## config.mk

```make
export PLATFORM = sky130hd
export DESIGN_NAME = keeper_round_ctrl_flat
export DESIGN_NICKNAME = d
export VERILOG_FILES = /design/src/rtl/keeper_round_ctrl_if.sv /design/src/rtl/keeper_round_ctrl.sv /design/src/flat_wrapper.sv
export SDC_FILE = /design/constraint.sdc
export NUM_CORES = 1
export LEC_CHECK = 0
export ABC_AREA = 1
export ABC_CLOCK_PERIOD_IN_PS = 4000
export CAP_MARGIN = 20
export CORE_MARGIN = 2
export CORE_UTILIZATION = 48
export CTS_CLUSTER_DIAMETER = 40
export DETAILED_ROUTE_END_ITERATION = 8
export PLACE_DENSITY = 0.77
export SLEW_MARGIN = 25
export SYNTH_ARGS = -nofsm -noshare
export SYNTH_HDL_FRONTEND = slang
export SYNTH_SLANG_ARGS = --single-unit
```

## constraint.sdc

```tcl
create_clock -name clk -period 4 [get_ports clk]
set_input_delay 0.8 -clock clk [delete_from_list [all_inputs] [get_ports clk]]
set_output_delay 0.8 -clock clk [all_outputs]
set_load 0.02 [all_outputs]
```

## src/rtl/keeper_round_ctrl_if.sv

```systemverilog
// Video timing + colour bundle passed along the VGA renderer chain.
// Modport "in" is the upstream side of a stage, "out" the downstream side.
interface vga_if;
   logic [10:0] vcount;
   logic        vsync;
   logic        vblnk;
   logic [10:0] hcount;
   logic        hsync;
   logic        hblnk;
   logic [11:0] rgb;

   modport in  (input  vcount, vsync, vblnk, hcount, hsync, hblnk, rgb);
   modport out (output vcount, vsync, vblnk, hcount, hsync, hblnk, rgb);
endinterface

```

## src/rtl/keeper_round_ctrl.sv

```systemverilog
// Goalkeeper-mode round controller: best-of-NUM_ROUNDS session, target overlay and UART frames.
// Optional macro KEEPER_BLINK_EN makes the countdown target blink with half-period BLINK_TICKS.
module keeper_round_ctrl #(
   parameter int         ENGAGE_TICKS    = 65_019_506,
   parameter int         COUNTDOWN_TICKS = 65_019_506,
   parameter int         RESULT_TICKS    = 13_003_901,
   parameter int         TARGET_SIZE     = 100,
   parameter int         NUM_ROUNDS      = 5,
   parameter int         BLINK_TICKS     = 8_127_438,
   parameter logic [1:0] GS_KEEPER       = 2'd2
) (
   input  logic        clk,
   input  logic        rst,
   input  logic [11:0] xpos,
   input  logic [11:0] ypos,
   input  logic [1:0]  game_state,
   input  logic [9:0]  shot_xpos,
   input  logic [9:0]  shot_ypos,
   vga_if.in           in,
   vga_if.out          out,
   output logic        is_scored,
   output logic        round_done,
   output logic [3:0]  goals,
   output logic        end_gk,
   output logic [7:0]  data_to_transmit
);

   localparam int T_A   = (ENGAGE_TICKS > COUNTDOWN_TICKS) ? ENGAGE_TICKS : COUNTDOWN_TICKS;
   localparam int T_B   = (T_A > RESULT_TICKS) ? T_A : RESULT_TICKS;
   localparam int T_MAX = (T_B > BLINK_TICKS) ? T_B : BLINK_TICKS;
   localparam int CNT_W = $clog2(T_MAX + 1);

   localparam logic [CNT_W-1:0] ENGAGE_LAST    = CNT_W'(ENGAGE_TICKS - 1);
   localparam logic [CNT_W-1:0] COUNTDOWN_LAST = CNT_W'(COUNTDOWN_TICKS - 1);
   localparam logic [CNT_W-1:0] RESULT_LAST    = CNT_W'(RESULT_TICKS - 1);
   localparam logic [11:0]      TSZ            = 12'(TARGET_SIZE);
   localparam logic [3:0]       LAST_ROUND     = 4'(NUM_ROUNDS - 1);
   localparam logic [3:0]       MAX_GOALS      = 4'(NUM_ROUNDS);

   typedef enum logic [2:0] {
      S_IDLE, S_ENGAGE, S_COUNTDOWN, S_DECIDE, S_GOAL, S_SAVE, S_FINISH
   } state_t;

   state_t           state_q, state_d;
   logic [CNT_W-1:0] cnt_q, cnt_d;
   logic [3:0]       round_q, round_d;
   logic [3:0]       goals_q, goals_d;
   logic [9:0]       sx_q, sx_d, sy_q, sy_d;
   logic             is_scored_q, is_scored_d;
   logic             round_done_q, round_done_d;
   logic             end_gk_q, end_gk_d;
   logic [1:0]       phase_q, phase_d;
   logic [4:0]       snap_x_q, snap_x_d;
   logic [9:0]       snap_y_q, snap_y_d;
   logic [7:0]       data_q, data_d;
   logic [10:0]      vcount_q, hcount_q;
   logic             vsync_q, vblnk_q, hsync_q, hblnk_q;
   logic [11:0]      rgb_q, rgb_d;

   logic        keeper, mouse_in, pix_in, show_cd;
   logic [11:0] x_lo, x_hi, y_lo, y_hi;

   // Inclusive target bounds in 12 bits: max 1023 + 1023 never wraps.
   always_comb begin
      x_lo     = {2'b00, sx_q};
      y_lo     = {2'b00, sy_q};
      x_hi     = x_lo + TSZ;
      y_hi     = y_lo + TSZ;
      keeper   = (game_state == GS_KEEPER);
      mouse_in = (xpos >= x_lo) && (xpos <= x_hi) && (ypos >= y_lo) && (ypos <= y_hi);
      pix_in   = ({1'b0, in.hcount} >= x_lo) && ({1'b0, in.hcount} <= x_hi) &&
                 ({1'b0, in.vcount} >= y_lo) && ({1'b0, in.vcount} <= y_hi);
   end

   always_comb begin
      state_d      = state_q;
      cnt_d        = cnt_q;
      round_d      = round_q;
      goals_d      = goals_q;
      sx_d         = sx_q;
      sy_d         = sy_q;
      round_done_d = 1'b0;
      end_gk_d     = 1'b0;
      if (state_q != S_IDLE && !keeper) begin
         state_d = S_IDLE;
         cnt_d   = '0;
      end else begin
         case (state_q)
            S_IDLE: if (keeper) begin
               state_d = S_ENGAGE;
               cnt_d   = '0;
               round_d = '0;
               goals_d = '0;
            end
            S_ENGAGE: if (cnt_q == ENGAGE_LAST) begin
               sx_d    = shot_xpos;
               sy_d    = shot_ypos;
               state_d = S_COUNTDOWN;
               cnt_d   = '0;
            end else begin
               cnt_d = cnt_q + 1'b1;
            end
            S_COUNTDOWN: if (cnt_q == COUNTDOWN_LAST) begin
               state_d = S_DECIDE;
               cnt_d   = '0;
            end else begin
               cnt_d = cnt_q + 1'b1;
            end
            S_DECIDE: begin
               cnt_d = '0;
               if (mouse_in) begin
                  state_d = S_SAVE;
               end else begin
                  state_d = S_GOAL;
                  if (goals_q != MAX_GOALS) goals_d = goals_q + 4'd1;
               end
            end
            S_GOAL, S_SAVE: if (cnt_q == RESULT_LAST) begin
               cnt_d        = '0;
               round_done_d = 1'b1;
               if (round_q == LAST_ROUND) begin
                  state_d = S_FINISH;
               end else begin
                  round_d = round_q + 4'd1;
                  state_d = S_ENGAGE;
               end
            end else begin
               cnt_d = cnt_q + 1'b1;
            end
            S_FINISH: begin
               end_gk_d = 1'b1;
               state_d  = S_IDLE;
            end
            default: begin
               state_d = S_IDLE;
               cnt_d   = '0;
            end
         endcase
      end
      is_scored_d = (state_d == S_GOAL);
   end

`ifdef KEEPER_BLINK_EN
   localparam logic [CNT_W-1:0] BLINK_LAST = CNT_W'(BLINK_TICKS - 1);
   logic [CNT_W-1:0] blink_cnt_q, blink_cnt_d;
   logic             blink_q, blink_d;

   always_comb begin
      blink_cnt_d = blink_cnt_q;
      blink_d     = blink_q;
      if (state_d == S_COUNTDOWN && state_q != S_COUNTDOWN) begin
         blink_d     = 1'b1;
         blink_cnt_d = '0;
      end else if (state_q == S_COUNTDOWN) begin
         if (blink_cnt_q == BLINK_LAST) begin
            blink_d     = ~blink_q;
            blink_cnt_d = '0;
         end else begin
            blink_cnt_d = blink_cnt_q + 1'b1;
         end
      end
   end
   assign show_cd = blink_q;
`else
   assign show_cd = 1'b1;
`endif

   always_comb begin
      rgb_d = in.rgb;
      if (pix_in) begin
         case (state_q)
            S_COUNTDOWN: if (show_cd) rgb_d = 12'h00F;
            S_GOAL:      rgb_d = 12'hF00;
            S_SAVE:      rgb_d = 12'h0F0;
            default:     rgb_d = in.rgb;
         endcase
      end
   end

   // Phase 0 emits from the live target and snapshots it, so phases 1-3 stay coherent with it.
   always_comb begin
      phase_d  = phase_q + 2'd1;
      snap_x_d = snap_x_q;
      snap_y_d = snap_y_q;
      case (phase_q)
         2'd0: begin
            data_d   = {sx_q[4:0], 3'b001};
            snap_x_d = sx_q[9:5];
            snap_y_d = sy_q;
         end
         2'd1:    data_d = {snap_x_q, 3'b010};
         2'd2:    data_d = {snap_y_q[4:0], 3'b101};
         default: data_d = {snap_y_q[9:5], 3'b110};
      endcase
   end

   always_ff @(posedge clk or posedge rst) begin
      if (rst) begin
         state_q      <= S_IDLE;
         cnt_q        <= '0;
         round_q      <= '0;
         goals_q      <= '0;
         sx_q         <= '0;
         sy_q         <= '0;
         is_scored_q  <= 1'b0;
         round_done_q <= 1'b0;
         end_gk_q     <= 1'b0;
         phase_q      <= '0;
         snap_x_q     <= '0;
         snap_y_q     <= '0;
         data_q       <= '0;
         vcount_q     <= '0;
         vsync_q      <= 1'b0;
         vblnk_q      <= 1'b0;
         hcount_q     <= '0;
         hsync_q      <= 1'b0;
         hblnk_q      <= 1'b0;
         rgb_q        <= '0;
`ifdef KEEPER_BLINK_EN
         blink_cnt_q  <= '0;
         blink_q      <= 1'b0;
`endif
      end else begin
         state_q      <= state_d;
         cnt_q        <= cnt_d;
         round_q      <= round_d;
         goals_q      <= goals_d;
         sx_q         <= sx_d;
         sy_q         <= sy_d;
         is_scored_q  <= is_scored_d;
         round_done_q <= round_done_d;
         end_gk_q     <= end_gk_d;
         phase_q      <= phase_d;
         snap_x_q     <= snap_x_d;
         snap_y_q     <= snap_y_d;
         data_q       <= data_d;
         vcount_q     <= in.vcount;
         vsync_q      <= in.vsync;
         vblnk_q      <= in.vblnk;
         hcount_q     <= in.hcount;
         hsync_q      <= in.hsync;
         hblnk_q      <= in.hblnk;
         rgb_q        <= rgb_d;
`ifdef KEEPER_BLINK_EN
         blink_cnt_q  <= blink_cnt_d;
         blink_q      <= blink_d;
`endif
      end
   end

   assign out.vcount       = vcount_q;
   assign out.vsync        = vsync_q;
   assign out.vblnk        = vblnk_q;
   assign out.hcount       = hcount_q;
   assign out.hsync        = hsync_q;
   assign out.hblnk        = hblnk_q;
   assign out.rgb          = rgb_q;
   assign is_scored        = is_scored_q;
   assign round_done       = round_done_q;
   assign goals            = goals_q;
   assign end_gk           = end_gk_q;
   assign data_to_transmit = data_q;

endmodule

```

## src/flat_wrapper.sv

```systemverilog
// flat-port wrapper written by rule: the top's interface ports become plain ports
module keeper_round_ctrl_flat 
#(
   parameter int         ENGAGE_TICKS    = 65_019_506,
   parameter int         COUNTDOWN_TICKS = 65_019_506,
   parameter int         RESULT_TICKS    = 13_003_901,
   parameter int         TARGET_SIZE     = 100,
   parameter int         NUM_ROUNDS      = 5,
   parameter int         BLINK_TICKS     = 8_127_438,
   parameter logic [1:0] GS_KEEPER       = 2'd2
)
  (clk, rst, xpos, ypos, game_state, shot_xpos, shot_ypos, is_scored, round_done, goals, end_gk, data_to_transmit, in_vcount, in_vsync, in_vblnk, in_hcount, in_hsync, in_hblnk, in_rgb, out_vcount, out_vsync, out_vblnk, out_hcount, out_hsync, out_hblnk, out_rgb);
  vga_if in_i ();
  vga_if out_i ();
  input  logic clk;
  input  logic rst;
  input  logic [11:0] xpos;
  input  logic [11:0] ypos;
  input  logic [1:0] game_state;
  input  logic [9:0] shot_xpos;
  input  logic [9:0] shot_ypos;
  output logic is_scored;
  output logic round_done;
  output logic [3:0] goals;
  output logic end_gk;
  output logic [7:0] data_to_transmit;
  input wire logic [$bits(in_i.vcount)-1:0] in_vcount;
  input wire logic [$bits(in_i.vsync)-1:0] in_vsync;
  input wire logic [$bits(in_i.vblnk)-1:0] in_vblnk;
  input wire logic [$bits(in_i.hcount)-1:0] in_hcount;
  input wire logic [$bits(in_i.hsync)-1:0] in_hsync;
  input wire logic [$bits(in_i.hblnk)-1:0] in_hblnk;
  input wire logic [$bits(in_i.rgb)-1:0] in_rgb;
  output wire logic [$bits(out_i.vcount)-1:0] out_vcount;
  output wire logic [$bits(out_i.vsync)-1:0] out_vsync;
  output wire logic [$bits(out_i.vblnk)-1:0] out_vblnk;
  output wire logic [$bits(out_i.hcount)-1:0] out_hcount;
  output wire logic [$bits(out_i.hsync)-1:0] out_hsync;
  output wire logic [$bits(out_i.hblnk)-1:0] out_hblnk;
  output wire logic [$bits(out_i.rgb)-1:0] out_rgb;
  assign in_i.vcount = in_vcount;
  assign in_i.vsync = in_vsync;
  assign in_i.vblnk = in_vblnk;
  assign in_i.hcount = in_hcount;
  assign in_i.hsync = in_hsync;
  assign in_i.hblnk = in_hblnk;
  assign in_i.rgb = in_rgb;
  assign out_vcount = out_i.vcount;
  assign out_vsync = out_i.vsync;
  assign out_vblnk = out_i.vblnk;
  assign out_hcount = out_i.hcount;
  assign out_hsync = out_i.hsync;
  assign out_hblnk = out_i.hblnk;
  assign out_rgb = out_i.rgb;
  keeper_round_ctrl #(.ENGAGE_TICKS(ENGAGE_TICKS), .COUNTDOWN_TICKS(COUNTDOWN_TICKS), .RESULT_TICKS(RESULT_TICKS), .TARGET_SIZE(TARGET_SIZE), .NUM_ROUNDS(NUM_ROUNDS), .BLINK_TICKS(BLINK_TICKS), .GS_KEEPER(GS_KEEPER)) u_core (.clk(clk), .rst(rst), .xpos(xpos), .ypos(ypos), .game_state(game_state), .shot_xpos(shot_xpos), .shot_ypos(shot_ypos), .in(in_i), .out(out_i), .is_scored(is_scored), .round_done(round_done), .goals(goals), .end_gk(end_gk), .data_to_transmit(data_to_transmit));
endmodule
```

==> impl_metrics.yaml <==
critical_path:
  path_cells: "ha_1, nand2_1, nand2_1, o21ai_0, xor2_1, ha_1, nand3_1, inv_1, a21oi_1, o211ai_1, o21ai_0, nand2_1, inv_1, nand3_2, nand2_1, nand2_1"
  end_kind: "flip-flop"
  reg2regPathDepth: 16
  cp.required_ps: 4310
  worstSetupStartpoint: "u_core.sy_q[2]"
  cp_slowest_cell: "dfrtp_1"
  critPathMaxStageDelay_ps: 470
  critical_path_class: "flip-flop to flip-flop"
  crit_top_cell: "nand2_1"
  crit_fanout: 13
  r2r-start: "u_core.sy_q[2]"
  startpoint_type: "flip-flop"
  critical_path_arrival_ps: 3470
  r2r_slack_ps: 840
  reg2reg_to: "u_core.out.rgb[6]"
cells_and_area:
  layout_commonest_cell: "nand2_1"
  layout_common_cells: "nand2_1, clkdlybuf4s50_1, inv_1"
  syn_to_final_growth_pct: 28.31
  finalInstanceArea_um2: 9873
  antennaDiodeCount: 0
  drive_gt1_share_pct: 6.540
  num-nets-final: 1261
clock_tree:
  clk_latency_ps: 430
  path_clk_slew_ps: 60
  clock-sinks: 123
  ctsHoldBuffers: 0
  clockBufferDepth: 2
  htree_levels: 4
  numCtsBuffers: 17
  tritoncts: "yes"
  cts_root_buffer: "clkbuf_16"
  cts_resized: 0
  post-cts-setup-buffer-count: 0
worst_hold_path:
  hold_path_class: "flip-flop to flip-flop"
  holdPathStages: 1
  min_to: "u_core.phase_q[0]"
  hold_start: "u_core.phase_q[0]"
placed_design:
  place_hpwl_um: 15120
  port_buffers: 138
  place_area_um2: 9298
  gp_congestion: 0.9231
power_and_ir_drop:
  peakVddDrop_v: 0.0002933
  power.density_nw_per_um2: 339.6
  p_leak_nw: 4.489
  total_power_mw: 3.353
synthesis:
  yosysWarnings: 0
  yosysSeqAreaShare_pct: 40.00
  synth_area_leaders: "dfrtp_1, ha_1, nand2_1, inv_1, nand3_1"
  synth_cell_types: 45
  synth-seq-cells: 123
  avgSynthCellArea_um2: 8.134
  synthCells: 946
  syn-num-nets: 1119
  synth.cell_area_um2: 7695
  yosys.area.top_type: "dfrtp_1"
  yosysTopAreaCellShare_pct: 40.00
timing:
  fin_skew_ps: 7.926
  max_freq_ghz: 0.3170
  finalSetupTns_ps: 0
  finalCritPeriodShare_pct: 78.88
  holdWs_ps: 505.7
  final.min_clock_period_ps: 3155
  worstMarginPinSlew_ps: 653.7
  maxSlewHeadroom_pct: 56.42
  setup_viol: 0
  rsz0062_at_grt: "false"
  hold_violations: 0
  final-max-slew-violation-count: 0
global_routing:
  antenna_found_initial: 0
  gr-total-overflow: 0
  grt_pass1_wl_um: 32240
  grt_pass1_vias: 6852
  grt_start_max_net_pins: 124
  grt_use_total_pct: 24.23
route:
  first_pass_iters: 5
  drcViolationCount: 0
  avgRoutedWirePerCell_um: 14.66
  ant_nets: 0
  avgViaCountPerCell: 5.288
  drt_first_iter_violations: 494
  vias: 6964
  wl_um: 19300
die:
  pin_count: 139
  start_util_pct: 48.79
  chipWidth_um: 130.6
  die_h_um: 130.6
  die_area_um2: 17060
  rows: 46
  core_area_um2: 15770
flow_run:
  maxCapViolCount: 0
run_status:
  status: "completed"
-- synth_stat cells (all sizes together) --
| library cell | instances |
|---|---|
| a31oi | 3 |
| a221oi | 6 |
| o21bai | 3 |
| nand3 | 62 |
| nand3b | 1 |
| xnor2 | 4 |
| buf | 5 |
| nor2 | 72 |
| a211oi | 3 |
| a21oi | 56 |
| and3 | 3 |
| nor4 | 10 |
| a21o | 3 |
| dfrtp | 123 |
| ha | 87 |
| xor2 | 17 |
| or2 | 4 |
| inv | 139 |
| clkinv | 2 |
| o31ai | 1 |
| o211ai | 3 |
| o21ai | 66 |
| nor3b | 3 |
| nand4 | 42 |
| nor3 | 28 |
| nand2 | 183 |
| clkbuf | 13 |
| o22ai | 2 |
| nor4b | 1 |
| o211a | 1 |
-- per-stage QoR --
step | utilization (%) | std cells | setup WS, ps
after floorplan | - | 946 | 1452
after global placement | 58.96 | 1285 | 832.7
after detailed placement | 58.96 | 1285 | 751.0
after CTS | 62.59 | 1317 | 864.5
after global routing | 62.61 | 1317 | 575.7
final | 62.61 | 1317 | 845.0
-- power breakdown --
part,switching [mW],internal [mW]
registers,0.0260,1.29
clock network,0.604,0.882
logic,0.331,0.223
-- sequential cells by signal (all words and copies together), names as in the netlist, 5 cells and up --
| signal | flops |
|---|---|
| u_core.snap_x_q | 5 |
| u_core.out.hcount | 11 |
| u_core.data_to_transmit | 8 |
| u_core.sx_q | 10 |
| u_core.out.rgb | 12 |
| u_core.snap_y_q | 10 |
| u_core.out.vcount | 11 |
| u_core.cnt_q | 26 |
| u_core.sy_q | 10 |
-- worst max-delay path by stage --
stage | to | cells after the start | slack (ps)
after floorplan | u_core.out.rgb[10] | 16 | 1450
after global placement | u_core.out.rgb[10] | 11 | 830
after detailed placement | u_core.out.rgb[6] | 11 | 750
after CTS | u_core.out.rgb[6] | 16 | 860
after global routing | u_core.out.rgb[5] | 16 | 580
final | u_core.out.rgb[6] | 16 | 840
-- kinds of logic after synthesis --
family	Yosys count	synth area share [%]
AO/OA/AOI/OAI	147	10.62
XOR/XNOR	21	2.390
adder cells (fa/ha/maj)	87	14.15
buffers and inverters	159	8.049
flip-flops	123	40.00
AND/OR/NAND/NOR	409	24.80
-- critical path: cells and delay by family (launching register included) --
family	cells	cell delay, ps
and+or+nand+nor	7	790
DFF	1	470
AOI/OAI and AO/OA	4	630
adders and majority gates	2	520
buffers and inverters	2	370
xor gates and xnor gates	1	250
-- layer usage --
layer,track usage (%),share of wire (%)
met1,31.47,44
met2,39.06,46
met3,5.985,6.6
met4,9.825,2.8
met5,0,0
-- layout make-up --
cell class | instances | area, um^2
Fill cell | 1360 | 5897
Multi-Input combinational cell | 664 | 4000
Tap cell | 216 | 270.3
Sequential cell | 123 | 3078
Inverter | 141 | 535.5
Clock inverter | 14 | 133.9
Timing Repair Buffer | 141 | 1416
Clock buffer | 18 | 439.2
(Power assumes the default switching activity.)
